[src/rtl/bm_arbiter.sv]
// Arbitrates one single-port block memory between instruction fetch and data access.
// Data has priority with a streak limit; sub-word stores become read-modify-write sequences.
module bm_arbiter #(
   parameter int unsigned DATA_WIDTH  = 32,
   parameter int unsigned ADDR_WIDTH  = 10,
   parameter int unsigned MAX_DSTREAK = 4
) (
   input  logic                  clk,
   input  logic                  rst,
   input  logic                  i_req,
   input  logic [31:0]           i_addr,
   output logic                  i_addr_ok,
   output logic                  i_data_ok,
   output logic [DATA_WIDTH-1:0] i_rdata,
   input  logic                  d_req,
   input  logic                  d_wr,
   input  logic [1:0]            d_size,
   input  logic [31:0]           d_addr,
   input  logic [DATA_WIDTH-1:0] d_wdata,
   output logic                  d_addr_ok,
   output logic                  d_data_ok,
   output logic [DATA_WIDTH-1:0] d_rdata,
   output logic                  bm_ena,
   output logic                  bm_wea,
   output logic [ADDR_WIDTH-1:0] bm_addra,
   output logic [DATA_WIDTH-1:0] bm_dina,
   input  logic [DATA_WIDTH-1:0] bm_douta
);

   localparam int unsigned StreakW = $clog2(MAX_DSTREAK + 1);
   localparam logic [StreakW-1:0] StreakMax = StreakW'(MAX_DSTREAK);

   typedef enum logic [0:0] {StIdle, StRmw} state_e;

   state_e                  state_q, state_d;
   logic [StreakW-1:0]      streak_q, streak_d;
   logic                    resp_valid_q, resp_valid_d;
   logic                    resp_data_q, resp_data_d;
   logic                    resp_load_q, resp_load_d;
   logic [ADDR_WIDTH-1:0]   rmw_addr_q, rmw_addr_d;
   logic                    rmw_half_q, rmw_half_d;
   logic [1:0]              rmw_lane_q, rmw_lane_d;
   logic [15:0]             rmw_wdata_q, rmw_wdata_d;

   logic                    d_win, i_win, d_sub;
   logic [DATA_WIDTH-1:0]   merged;
   logic                    unused_bits;

   assign unused_bits = ^{i_addr[31:ADDR_WIDTH+2], i_addr[1:0], d_addr[31:ADDR_WIDTH+2]};
   assign d_sub       = d_wr && !d_size[1];

   // Grants are suppressed while in reset so every output reads 0.
   always_comb begin
      d_win = 1'b0;
      i_win = 1'b0;
      if (rst && state_q == StIdle) begin
         d_win = d_req && (!i_req || streak_q < StreakMax);
         i_win = i_req && !d_win;
      end
   end

   always_comb begin
      merged = bm_douta;
      if (rmw_half_q) begin
         merged[{rmw_lane_q[1], 4'b0000} +: 16] = rmw_wdata_q;
      end else begin
         merged[{rmw_lane_q, 3'b000} +: 8] = rmw_wdata_q[7:0];
      end
   end

   always_comb begin
      bm_ena   = 1'b0;
      bm_wea   = 1'b0;
      bm_addra = '0;
      bm_dina  = '0;
      if (rst && state_q == StRmw) begin
         bm_ena   = 1'b1;
         bm_wea   = 1'b1;
         bm_addra = rmw_addr_q;
         bm_dina  = merged;
      end else if (d_win) begin
         bm_ena   = 1'b1;
         bm_wea   = d_wr && d_size[1];
         bm_addra = d_addr[ADDR_WIDTH+1:2];
         bm_dina  = d_wdata;
      end else if (i_win) begin
         bm_ena   = 1'b1;
         bm_addra = i_addr[ADDR_WIDTH+1:2];
      end
   end

   always_comb begin
      state_d      = StIdle;
      streak_d     = streak_q;
      resp_valid_d = i_win || (d_win && !d_sub) || (state_q == StRmw);
      resp_data_d  = d_win || (state_q == StRmw);
      resp_load_d  = d_win && !d_wr;
      rmw_addr_d   = rmw_addr_q;
      rmw_half_d   = rmw_half_q;
      rmw_lane_d   = rmw_lane_q;
      rmw_wdata_d  = rmw_wdata_q;

      if (d_win && d_sub) begin
         state_d     = StRmw;
         rmw_addr_d  = d_addr[ADDR_WIDTH+1:2];
         rmw_half_d  = d_size[0];
         rmw_lane_d  = d_addr[1:0];
         rmw_wdata_d = d_wdata[15:0];
      end

      // The RMW cycle holds the streak, so a whole sub-word store counts once.
      if (!i_req || i_win) begin
         streak_d = '0;
      end else if (d_win && streak_q < StreakMax) begin
         streak_d = streak_q + 1'b1;
      end
   end

   always_ff @(posedge clk or negedge rst) begin
      if (!rst) begin
         state_q      <= StIdle;
         streak_q     <= '0;
         resp_valid_q <= 1'b0;
         resp_data_q  <= 1'b0;
         resp_load_q  <= 1'b0;
         rmw_addr_q   <= '0;
         rmw_half_q   <= 1'b0;
         rmw_lane_q   <= '0;
         rmw_wdata_q  <= '0;
      end else begin
         state_q      <= state_d;
         streak_q     <= streak_d;
         resp_valid_q <= resp_valid_d;
         resp_data_q  <= resp_data_d;
         resp_load_q  <= resp_load_d;
         rmw_addr_q   <= rmw_addr_d;
         rmw_half_q   <= rmw_half_d;
         rmw_lane_q   <= rmw_lane_d;
         rmw_wdata_q  <= rmw_wdata_d;
      end
   end

   assign i_addr_ok = i_win;
   assign d_addr_ok = d_win;
   assign i_data_ok = resp_valid_q && !resp_data_q;
   assign d_data_ok = resp_valid_q && resp_data_q;
   assign i_rdata   = i_data_ok ? bm_douta : '0;
   assign d_rdata   = (d_data_ok && resp_load_q) ? bm_douta : '0;

endmodule

[config.mk]
export PLATFORM = sky130hd
export DESIGN_NAME = bm_arbiter
export DESIGN_NICKNAME = d
export VERILOG_FILES = /design/src/rtl/bm_arbiter.sv
export SDC_FILE = /design/constraint.sdc
export NUM_CORES = 1
export LEC_CHECK = 0
export CAP_MARGIN = 0
export CORE_ASPECT_RATIO = 1.25
export CORE_MARGIN = 2
export CORE_UTILIZATION = 34
export DETAILED_ROUTE_END_ITERATION = 16
export PLACE_DENSITY = 0.86
export REMOVE_ABC_BUFFERS = 1
export SKIP_LAST_GASP = 1
export SYNTH_ARGS = -nofsm -noshare
export SYNTH_HDL_FRONTEND = slang
export SYNTH_SLANG_ARGS = --single-unit
[constraint.sdc]
create_clock -name clk -period 7.3 [get_ports clk]
set_clock_uncertainty 0.15 [all_clocks]
set_input_delay 1.46 -clock clk [delete_from_list [all_inputs] [get_ports clk]]
set_output_delay 1.46 -clock clk [all_outputs]
set_load 0.01 [all_outputs]
# Yosys cells after proc, flatten, opt, wreduce, memory -nomap -nowiden

Index checks and enable logic that the tools add are counted.

Add/sub/neg operators: 3
Order comparisons: 1
Shift operators: 4
Multiplexer cells: 20
Bitwise gates (word level): 1
Reduce and logical (&&, ||, !) cells: 25

Operator list:

| cell                                                   | count |
|---|---|
| two-way mux 32 bit                                     | 5 |
| bitwise mux 32 bit                                     | 2 |
| variable shift 16 x 7 -> 32 bit (first input constant) | 1 |
| variable shift 8 x 7 -> 32 bit (first input constant)  | 1 |
| indexed part select 16 x 7 -> 32 bit                   | 1 |
| indexed part select 8 x 7 -> 32 bit                    | 1 |
| two-way mux 10 bit                                     | 3 |
| negator 5 -> 7 bit                                     | 2 |
| logical AND 1 bit                                      | 13 |
| two-way mux 1 bit                                      | 8 |
| logical NOT 1 bit                                      | 6 |
| two-way mux 3 bit                                      | 2 |
| logical OR 1 bit                                       | 5 |
| adder 3 x 1 -> 3 bit (second input constant)           | 1 |
| less-than comparator 3 bit (second input constant)     | 1 |
| nonzero test 2 bit                                     | 1 |
| NOT 1 bit                                              | 1 |

Register bits after elaboration: 36
Input port bits: 135
Output and inout bits: 112
Word-level logic and storage cells: 63

# Longest topological paths before layout

Gate-level depths: netlist of the first run.

Word-level depth: 9
Depth in mapped cells: 8
Mapped depth without buffers: 5

# Worst setup path before layout of the first run

Ideal clock, no wire load.

Kind: input to output
Start: in rst
End: out bm_addra[3]
Data arrival time: 2,379 ps
Data required time: 5,690 ps
Slack: 3,311 ps
Cell stages on the path: 5
Buffers on the path: 1
Cells stage by stage: nor2b_2 -> nand3_1 -> inv_2 -> buf_2 -> a221o_1

Word-level cells in the longest chain between the ends: 5
Elaborated cells between the ends (all ways): 7
Classes of those cells: 5 x mux; 2 x reduce/logical

Ends and longest elaborated chain:

| element                | line | text |
|---|---|---|
| start, declared        | 9    | `input logic rst,` |
| logical AND 1 bit      | 56   | `if (rst && state_q == StIdle) begin` |
| two-way mux 1 bit      | 56   |  |
| two-way mux 10 bit     | 86   | `end else if (i_win) begin` |
| two-way mux 10 bit     | 81   | `end else if (d_win) begin` |
| two-way mux 10 bit (*) | 76   | `if (rst && state_q == StRmw) begin` |
| end, declared          | 25   | `output logic [ADDR_WIDTH-1:0] bm_addra,` |

Every way passes the cells marked *; elsewhere a longest branch is shown, timed or not.

# Final worst setup path of the first run

Start: in rst
End: out bm_dina[20]

Word-level cells in the longest chain between the ends: 4
Elaborated cells between the ends (all ways): 5
Classes of those cells: 3 x mux; 2 x reduce/logical

Ends and longest elaborated chain:

| element                | line | text |
|---|---|---|
| logical AND 1 bit      | 56   |  |
| two-way mux 1 bit      | 56   |  |
| two-way mux 32 bit     | 81   |  |
| two-way mux 32 bit (*) | 76   |  |
| end, declared          | 26   | `output logic [DATA_WIDTH-1:0] bm_dina,` |

Marks and branches as above.

==> results of run 1 <==
## flip-flops by register name, indices dropped and copies added, names as in the netlist
signal and flops:
resp_load_q 1, rmw_lane_q 2, resp_data_q 1, rmw_half_q 1
resp_valid_q 1, state_q 1, rmw_wdata_q 16, rmw_addr_q 10
streak_q 3
## logic make-up after synthesis
kind of cell             share of synthesized area
multiplexers                                 0.183
flip-flops                                   0.255
buffers and inverters                       0.0497
AO/OA/AOI/OAI                                0.257
AND/OR/NAND/NOR                              0.233
adder cells (fa/ha/maj)                     0.0213
## cells in the mapped netlist (13+ instances only)
master,count
nor2b_1,28
mux2i_1,32
a221o_1,18
and2_1,73
clkbuf_1,21
a311o_1,24
buf_2,14
a21oi_1,32
and3_1,13
dfrtp_1,36
mux2_2,27
a22o_1,32
## layer usage
metal  GRT usage  share of wire  vias to the layer above
li1            -              -                     1815
met4      0.0598          0.017                        0
met5           0              0                        -
met2       0.433           0.54                      183
met3      0.0563          0.079                       20
met1       0.237           0.37                     1916
## final timing paths
kind | start | endpoint | slack [ns] | cells past startpoint
max reg2reg | state_q | rmw_lane_q[1] | 4.97 | 4
min in group asynchronous | rst | rmw_wdata_q[15] | 0.97 | 1
max | rst | bm_dina[20] | 1.87 | 6
min reg2reg | rmw_addr_q[8] | rmw_addr_q[8] | 0.35 | 1
min | rmw_addr_q[8] | rmw_addr_q[8] | 0.35 | 1
max in group asynchronous | rst | rmw_lane_q[1] | 5.30 | 2
## power by group through the flow
stage	Clock [mW]	Combinational, mW	Sequential (mW)
floorplan	0	0.214	0.293
global placement	0	0.360	0.313
detailed placement	0	0.373	0.320
CTS	0.236	0.375	0.316
global route	0.244	0.403	0.326
finish	0.228	0.374	0.319
## layout make-up
type	count	area, µm²
clock buffers	8	156
fillers	897	4350
inverters	5	18.8
multi-input cells	313	2460
flip-flops and latches	36	903
well taps	129	161
repair buffers	206	2050
==> metrics.cfg, run 1 <==
[cts]
cts_setup_buffers = 0
cts.path.max_buffers = 2
path_clk_slew_ns = 0.06
cts_hold_buffers = 0
post_cts_resized = 0
clock_latency_ns = 0.27
htreeDepth = 2
cts_sinks = 36
cts-root-buf = clkbuf_16
cts_buffers = 5
cts_tree = built

[power]
vdd_drop_max_mv = 0.0977
p_sw_frac = 0.353
pwr-share-clk = 0.248
p_int_uw = 596
power_uw = 921
pwr-share-seq = 0.346
p_switching_uw = 325
pwr-share-comb = 0.406
leakage_nw = 2.36
powerDensity_mw_per_mm2 = 160

[final_layout]
nets = 708
layoutNonFillerInstCount = 697
drive_above_1_share = 0.0775
design_area_mm2 = 0.00575
utilization = 0.569
diodes = 0
area_growth_pct = 63.1
final_cell_mix = 203 x clkdlybuf4s50_1, 73 x and2_1, 34 x dfrtp_1
final_common_cell = clkdlybuf4s50_1

[placement]
portBuffers = 204
placedCellCount = 689
place_congestion = 0.789
placed_cell_area_mm2 = 0.00560
hpwl_um = 9450
place_ws_ns = 1.82

[global_routing]
grt_start_max_net_pins = 66
grt_pass1_vias = 3956
grt_overflow = 0
track_usage = 0.226
antenna_found_initial = 0
grt_pass1_wl_um = 20200

[logic_synthesis]
synth_ff_type = dfrtp_1
synth_top_area_frac = 0.255
ys_ff_latch = 36
avgSynthCellArea_um2 = 9.02
yosysTopAreaCell = dfrtp_1
synthesis.area_mm2 = 0.00353
synth_edf_count = 0
synth-warning-count = 0
synth_async_sr_flop_share = 1.00
synth-seq-area-share = 0.255
ys_types = 31
postSynthCellCount = 391
synthTopCellsByArea = dfrtp_1 26%, and2_1 13%, mux2i_1 9.1%

[floorplan]
rows = 41
fp.dieArea_mm2 = 0.0112
die_h_um = 118
coreArea_mm2 = 0.0101
io_pins = 247
die_width_um = 95.1
initial_core_util = 0.349

[setup_path]
crit_family = buffers and inverters
worstPathMaxFanout = 44
cp-end-kind = output port
cp.required_ns = 5.69
crit_chain = buf_2, nor2b_2, nand3_1, inv_2, a22o_1, clkdlybuf4s50_1
crit_type = primary input to output port
cpMaxStageDelayCell = inv_2
path_buf_inv = 3
cp-start-kind = primary input
cp.arrival_ns = 3.82
slowest_delay_ns = 0.66

[sta]
fmax_mhz = 184
slew_violations = 0
setup_tns_ns = 0
whs_ns = 0.352
tightest_slew_ns = 1.24
fin_crit_ns = 5.43
max_slew_margin = 0.173
rsz0062_at_grt = false
setup_viol = 0
finalCritPeriodShare = 0.745
finalWorstSetupSlack_ns = 1.87
hold_viol = 0

[drt]
post-route-drc-count = 0
totalWireLength_um = 13100
detail-route-antenna-nets = 0
wl_per_cell_um = 18.8
dr.pass1.iters = 4
vias = 3934
viasPerCell = 5.64
drt-initial-drc-count = 140

[run_status]
status = complete, no violations

[worst_hold_path]
hp-class = register to register

[job]
drv_cap = 0

No activity file was read; power rests on OpenSTA's default activity.
==> run 2, diff against run 1 <==
clock period = 5.6 ns   (was 7.3 ns; I/O delays follow)
==> metrics.cfg, run 2 (synthesis gave the netlist of run 1 again) <==
[run_status]
status = complete, no violations

[cts]
cts_sinks = 36  ; unchanged
path_clk_slew_ns = 0.06  ; about the same
cts_hold_buffers = 0  ; unchanged
cts_setup_buffers = 0  ; unchanged
cts_tree = built
cts.path.max_buffers = 2  ; unchanged
htreeDepth = 2  ; unchanged
clock_latency_ns = 0.28  ; about the same
cts-root-buf = clkbuf_16
post_cts_resized = 0  ; unchanged
cts_buffers = 5  ; unchanged

[placement]
place_congestion = 0.769  ; -2.6%
hpwl_um = 9240  ; -2.2%
place_ws_ns = 0.940  ; -0.881 ns
portBuffers = 204  ; unchanged

[sta]
tightest_slew_ns = 1.14  ; -0.102 ns
hold_viol = 0  ; unchanged
finalWorstSetupSlack_ns = 0.923  ; -0.942 ns
max_slew_margin = 0.243  ; +0.0699
whs_ns = 0.354  ; +0.00173 ns
rsz0062_at_grt = false
finalCritPeriodShare = 0.835
fin_crit_ns = 4.68
setup_tns_ns = 0  ; unchanged
slew_violations = 0  ; unchanged
setup_viol = 0  ; unchanged
fmax_mhz = 214

[drt]
detail-route-antenna-nets = 0  ; unchanged
vias = 3846  ; -2.2%
post-route-drc-count = 0  ; unchanged
viasPerCell = 5.50  ; -2.5%
drt-initial-drc-count = 134  ; -4.3%
dr.pass1.iters = 4  ; unchanged
wl_per_cell_um = 18.3  ; -2.8%
totalWireLength_um = 12800  ; -2.5%

[setup_path]
crit_type = primary input to output port
slowest_delay_ns = 0.67  ; about the same
path_buf_inv = 3  ; unchanged
cp-end-kind = output port
cpMaxStageDelayCell = inv_2
worstPathMaxFanout = 44  ; unchanged
crit_family = buffers and inverters
cp_common_cell = clkdlybuf4s50_1
cp.arrival_ns = 3.41  ; -0.41 ns
cp.required_ns = 4.33  ; -1.36 ns
cp-start-kind = primary input
crit_chain = clkdlybuf4s50_1, nand2_1, nand3_1, inv_2, a22o_1, clkdlybuf4s50_1

[global_routing]
grt_overflow = 0  ; unchanged
grt_start_max_net_pins = 66  ; unchanged
grt_pass1_wl_um = 19600  ; -3.1%
track_usage = 0.218  ; -0.00837
grt_pass1_vias = 3879  ; -1.9%
antenna_found_initial = 0  ; unchanged

[final_layout]
top_regs = rmw_wdata_q (16), rmw_addr_q (10), streak_q (3)
final_common_cell = clkdlybuf4s50_1
seqCellArea_um2 = 903  ; unchanged
diodes = 0  ; unchanged
nets = 710  ; +0.28%
drive_above_1_share = 0.0825  ; +0.00499
area_growth_pct = 63.5
regMostFlops = rmw_wdata_q
multi_input_area_mm2 = 0.00246  ; unchanged
largest_reg_flops = 16  ; unchanged
nFillCells = 877  ; -2.2%
final_cell_mix = 203 x clkdlybuf4s50_1, 73 x and2_1, 34 x dfrtp_1

[worst_hold_path]
hp-class = register to register

[floorplan]
initial_core_util = 0.349  ; unchanged
die_width_um = 95.1  ; unchanged
fp.dieArea_mm2 = 0.0112  ; unchanged
coreArea_mm2 = 0.0101  ; unchanged
rows = 41  ; unchanged
io_pins = 247  ; unchanged
die_h_um = 118  ; unchanged

[job]
drv_cap = 0  ; unchanged

[power]
power_mw = 1.19  ; +29%
pwr-share-clk = 0.242  ; -0.006
powerDensity_mw_per_mm2 = 206  ; +29%
leakage_nw = 2.36  ; about the same
pwr-share-comb = 0.431  ; +0.025
pwr-share-seq = 0.327  ; -0.019
p_sw_frac = 0.357  ; +0.00432
p_int_uw = 765  ; +28%
vdd_drop_max_mv = 0.155  ; +59%
p_switching_uw = 425  ; +31%

-- run 2: worst register-to-register path, stage by stage (launching register included) --
cell,delay [ns]
dfrtp_1,0.55
nor2b_2,0.28
nand4_1,0.51
buf_4,0.45
mux2_2,0.32
-- run 2: metal layers --
metal / vias up / routed length, µm / track usage
met1: 1860 / 4740 / 0.243
met5: - / 0 / 0
met3: 10 / 952 / 0.0506
met2: 158 / 6940 / 0.408
li1: 1818 / - / -
met4: 0 / 133 / 0.0480
-- run 2: path summary, 6_finish.rpt --
path / from / endpoint / slack, ns / depth (start not counted)
hold reg to reg: rmw_addr_q[4] / rmw_addr_q[4] / 0.35 / 1
min in group asynchronous: rst / streak_q[2] / 0.78 / 2
setup / recovery: i_req / bm_dina[20] / 0.92 / 6
setup reg to reg: state_q / rmw_wdata_q[5] / 3.21 / 4
hold / removal: rmw_addr_q[4] / rmw_addr_q[4] / 0.35 / 1
max in group asynchronous: rst / rmw_lane_q[1] / 4.06 / 2
-- run 2: layout make-up --
cell class,instances,area share
Timing Repair Buffer,208,0.358
Sequential cell,36,0.157
Multi-Input combinational cell,313,0.427
Tap cell,129,0.0280
Clock buffer,6,0.0241
Inverter,5,0.00325
Clock inverter,2,0.00260
-- run 2: power by group through the flow --
stage	logic [mW]	clock network, mW	registers (mW)
after detailed placement	0.512	0	0.389
after floorplan	0.279	0	0.382
after global placement	0.497	0	0.382
after CTS	0.515	0.295	0.385
after global routing	0.554	0.308	0.396
final	0.513	0.288	0.389
-- run 2: through the flow --
stage / cell area [µm²] / std cells / util
after CTS: 5770 / 699 / 0.571
after global placement: 5610 / 691 / 0.555
after detailed placement: 5610 / 691 / 0.555
after global routing: 5770 / 699 / 0.571
final: 5770 / 699 / 0.571
after floorplan: 3370 / 354 / -
==> run 3, diff against run 2 <==
CORE_UTILIZATION = 33   (was 34)
PLACE_DENSITY = 0.88   (was 0.86)
clock period = 4 ns   (was 5.6 ns; I/O delays follow)
==> metrics.cfg, run 3 (synthesis gave the netlist of run 1 again) <==
[run_status]
status = complete, no violations

[final_layout]
top_regs = rmw_wdata_q (16), rmw_addr_q (10), streak_q (3)
nets = 725  ; +2.1%
regMostFlops = rmw_wdata_q
diodes = 0  ; unchanged
drive_above_1_share = 0.106  ; +0.0235
utilization = 0.563  ; -0.00813
area_growth_pct = 67.6
design_area_mm2 = 0.00591  ; +2.5%
largest_reg_flops = 16  ; unchanged
final_common_cell = clkdlybuf4s50_1
final_cell_mix = 203 x clkdlybuf4s50_1, 73 x and2_1, 34 x dfrtp_1

[sta]
hold_viol = 0  ; unchanged
slew_violations = 0  ; unchanged
max_slew_margin = 0.435  ; +0.192
rsz0062_at_grt = false
tightest_slew_ns = 0.844  ; -0.291 ns
finalCritPeriodShare = 0.972
setup_tns_ns = 0  ; unchanged
setup_viol = 0  ; unchanged
fmax_mhz = 257
fin_crit_ns = 3.89
finalWorstSetupSlack_ns = 0.113  ; -0.810 ns

[drt]
post-route-drc-count = 0  ; unchanged
dr.pass1.iters = 4  ; unchanged
detail-route-antenna-nets = 0  ; unchanged
totalWireLength_um = 13400  ; +4.6%
drt-initial-drc-count = 249  ; +86%
wl_per_cell_um = 18.6  ; +2.0%
vias = 3997  ; +3.9%
viasPerCell = 5.57  ; +1.3%

[floorplan]
rows = 42  ; +2.4%
initial_core_util = 0.336  ; -0.0134
fp.dieArea_mm2 = 0.0115  ; +2.9%
io_pins = 247  ; unchanged
coreArea_mm2 = 0.0105  ; +4.0%
die_h_um = 120  ; +1.5%
die_width_um = 96.5  ; +1.4%

[cts]
cts_hold_buffers = 0  ; unchanged
cts_sinks = 36  ; unchanged
cts_setup_buffers = 0  ; unchanged
path_clk_slew_ns = 0.06  ; about the same
cts.path.max_buffers = 2  ; unchanged
cts_buffers = 5  ; unchanged
cts-root-buf = clkbuf_16
htreeDepth = 2  ; unchanged
clock_latency_ns = 0.28  ; about the same
cts_tree = built

[setup_path]
crit_family = buffers and inverters
cp.arrival_ns = 2.94  ; -0.47 ns
crit_type = primary input to output port
startpoint = i_req
path_buf_inv = 4  ; +1
worstPathMaxFanout = 19  ; -57%
cp-end-kind = output port
rr_startpoint = state_q
crit_chain = clkdlybuf4s50_1, nand2_1, nand3_1, inv_4, buf_4, a22o_1, clkdlybuf4s50_1
cp.required_ns = 3.05  ; -1.28 ns
slowest_delay_ns = 0.56  ; -0.11 ns
cp-start-kind = primary input
cp_common_cell = clkdlybuf4s50_1
cpMaxStageDelayCell = clkdlybuf4s50_1

[global_routing]
grt_overflow = 0  ; unchanged
antenna_found_initial = 0  ; unchanged
grt_pass1_wl_um = 20300  ; +3.8%
grt_start_max_net_pins = 34  ; -48%
track_usage = 0.223  ; +0.00477
grt_pass1_vias = 4054  ; +4.5%

[power]
vdd_drop_max_mv = 0.263  ; +70%
power_mw = 1.75  ; +47%
p_int_mw = 1.14  ; +49%
powerDensity_mw_per_mm2 = 296  ; +44%
leakage_nw = 2.45  ; +4.0%
p_sw_frac = 0.349  ; -0.00817
pwr-share-seq = 0.300  ; -0.027
p_switching_uw = 611  ; +44%
pwr-share-clk = 0.257  ; +0.015
pwr-share-comb = 0.443  ; +0.012

[placement]
place_congestion = 0.804  ; +4.5%
hpwl_um = 10000  ; +8.7%
placed_cell_area_mm2 = 0.00574  ; +2.3%
portBuffers = 204  ; unchanged
place_ws_ns = 0.0616  ; -0.878 ns

[job]
drv_cap = 0  ; unchanged

[worst_hold_path]
hp-class = register to register
worstHoldStart = rmw_addr_q[7]

[run 3: final timing paths]
kind / depth (start not counted) / slack (ns) / to
worst max-delay path: 7 / 0.11 / bm_dina[14]
worst min-delay path: 1 / 0.36 / rmw_addr_q[7]
worst max register to register: 4 / 1.67 / rmw_addr_q[5]
worst min register to register: 1 / 0.36 / rmw_addr_q[7]
max in group asynchronous: 3 / 2.70 / rmw_wdata_q[11]
min in group asynchronous: 2 / 0.38 / rmw_addr_q[3]
[run 3: final cells by class]
type                            count  area (µm²)
Sequential cell                    36         903
Multi-Input combinational cell    313        2460
Fill cell                         927        4600
Inverter                            5        21.3
Timing Repair Buffer              223        2190
Clock inverter                      3        42.5
Tap cell                          132         165
Clock buffer                        5         125
[run 3: worst register-to-register path: stages (launching register included)]
cell     delay, ns
dfrtp_1       0.39
nor2b_2       0.22
nand4_1       0.71
buf_12        0.45
mux2_2        0.29
[run 3: through the flow]
| stage | std cells | hold WS [ns] |
|---|---|---|
| final | 717 | 0.356 |
| after CTS | 717 | 0.354 |
| after global placement | 709 | 0.331 |
| after global routing | 717 | 0.375 |
| after detailed placement | 709 | 0.341 |
| after floorplan | 354 | 0.322 |
[run 3: metal layers]
metal	share of wire	routed length [µm]	global-route usage
met4	0.017	224	0.0599
met1	0.37	4980	0.242
met5	0	0	0
met3	0.087	1160	0.0477
met2	0.52	7000	0.422
[run 3: power by group through the flow]
stage               registers, mW  logic [mW]  clock network, mW
floorplan                   0.535       0.390                  0
global placement            0.517       0.748                  0
detailed placement          0.528       0.772                  0
CTS                         0.521       0.777              0.460
global route                0.532       0.833              0.475
finish                      0.526       0.776              0.450
[run 3: what timing repair did]
action                     4_1_cts  5_1_grt
resized for setup                0        2
setup endpoints to repair        0        4
hold endpoints to repair         0        0
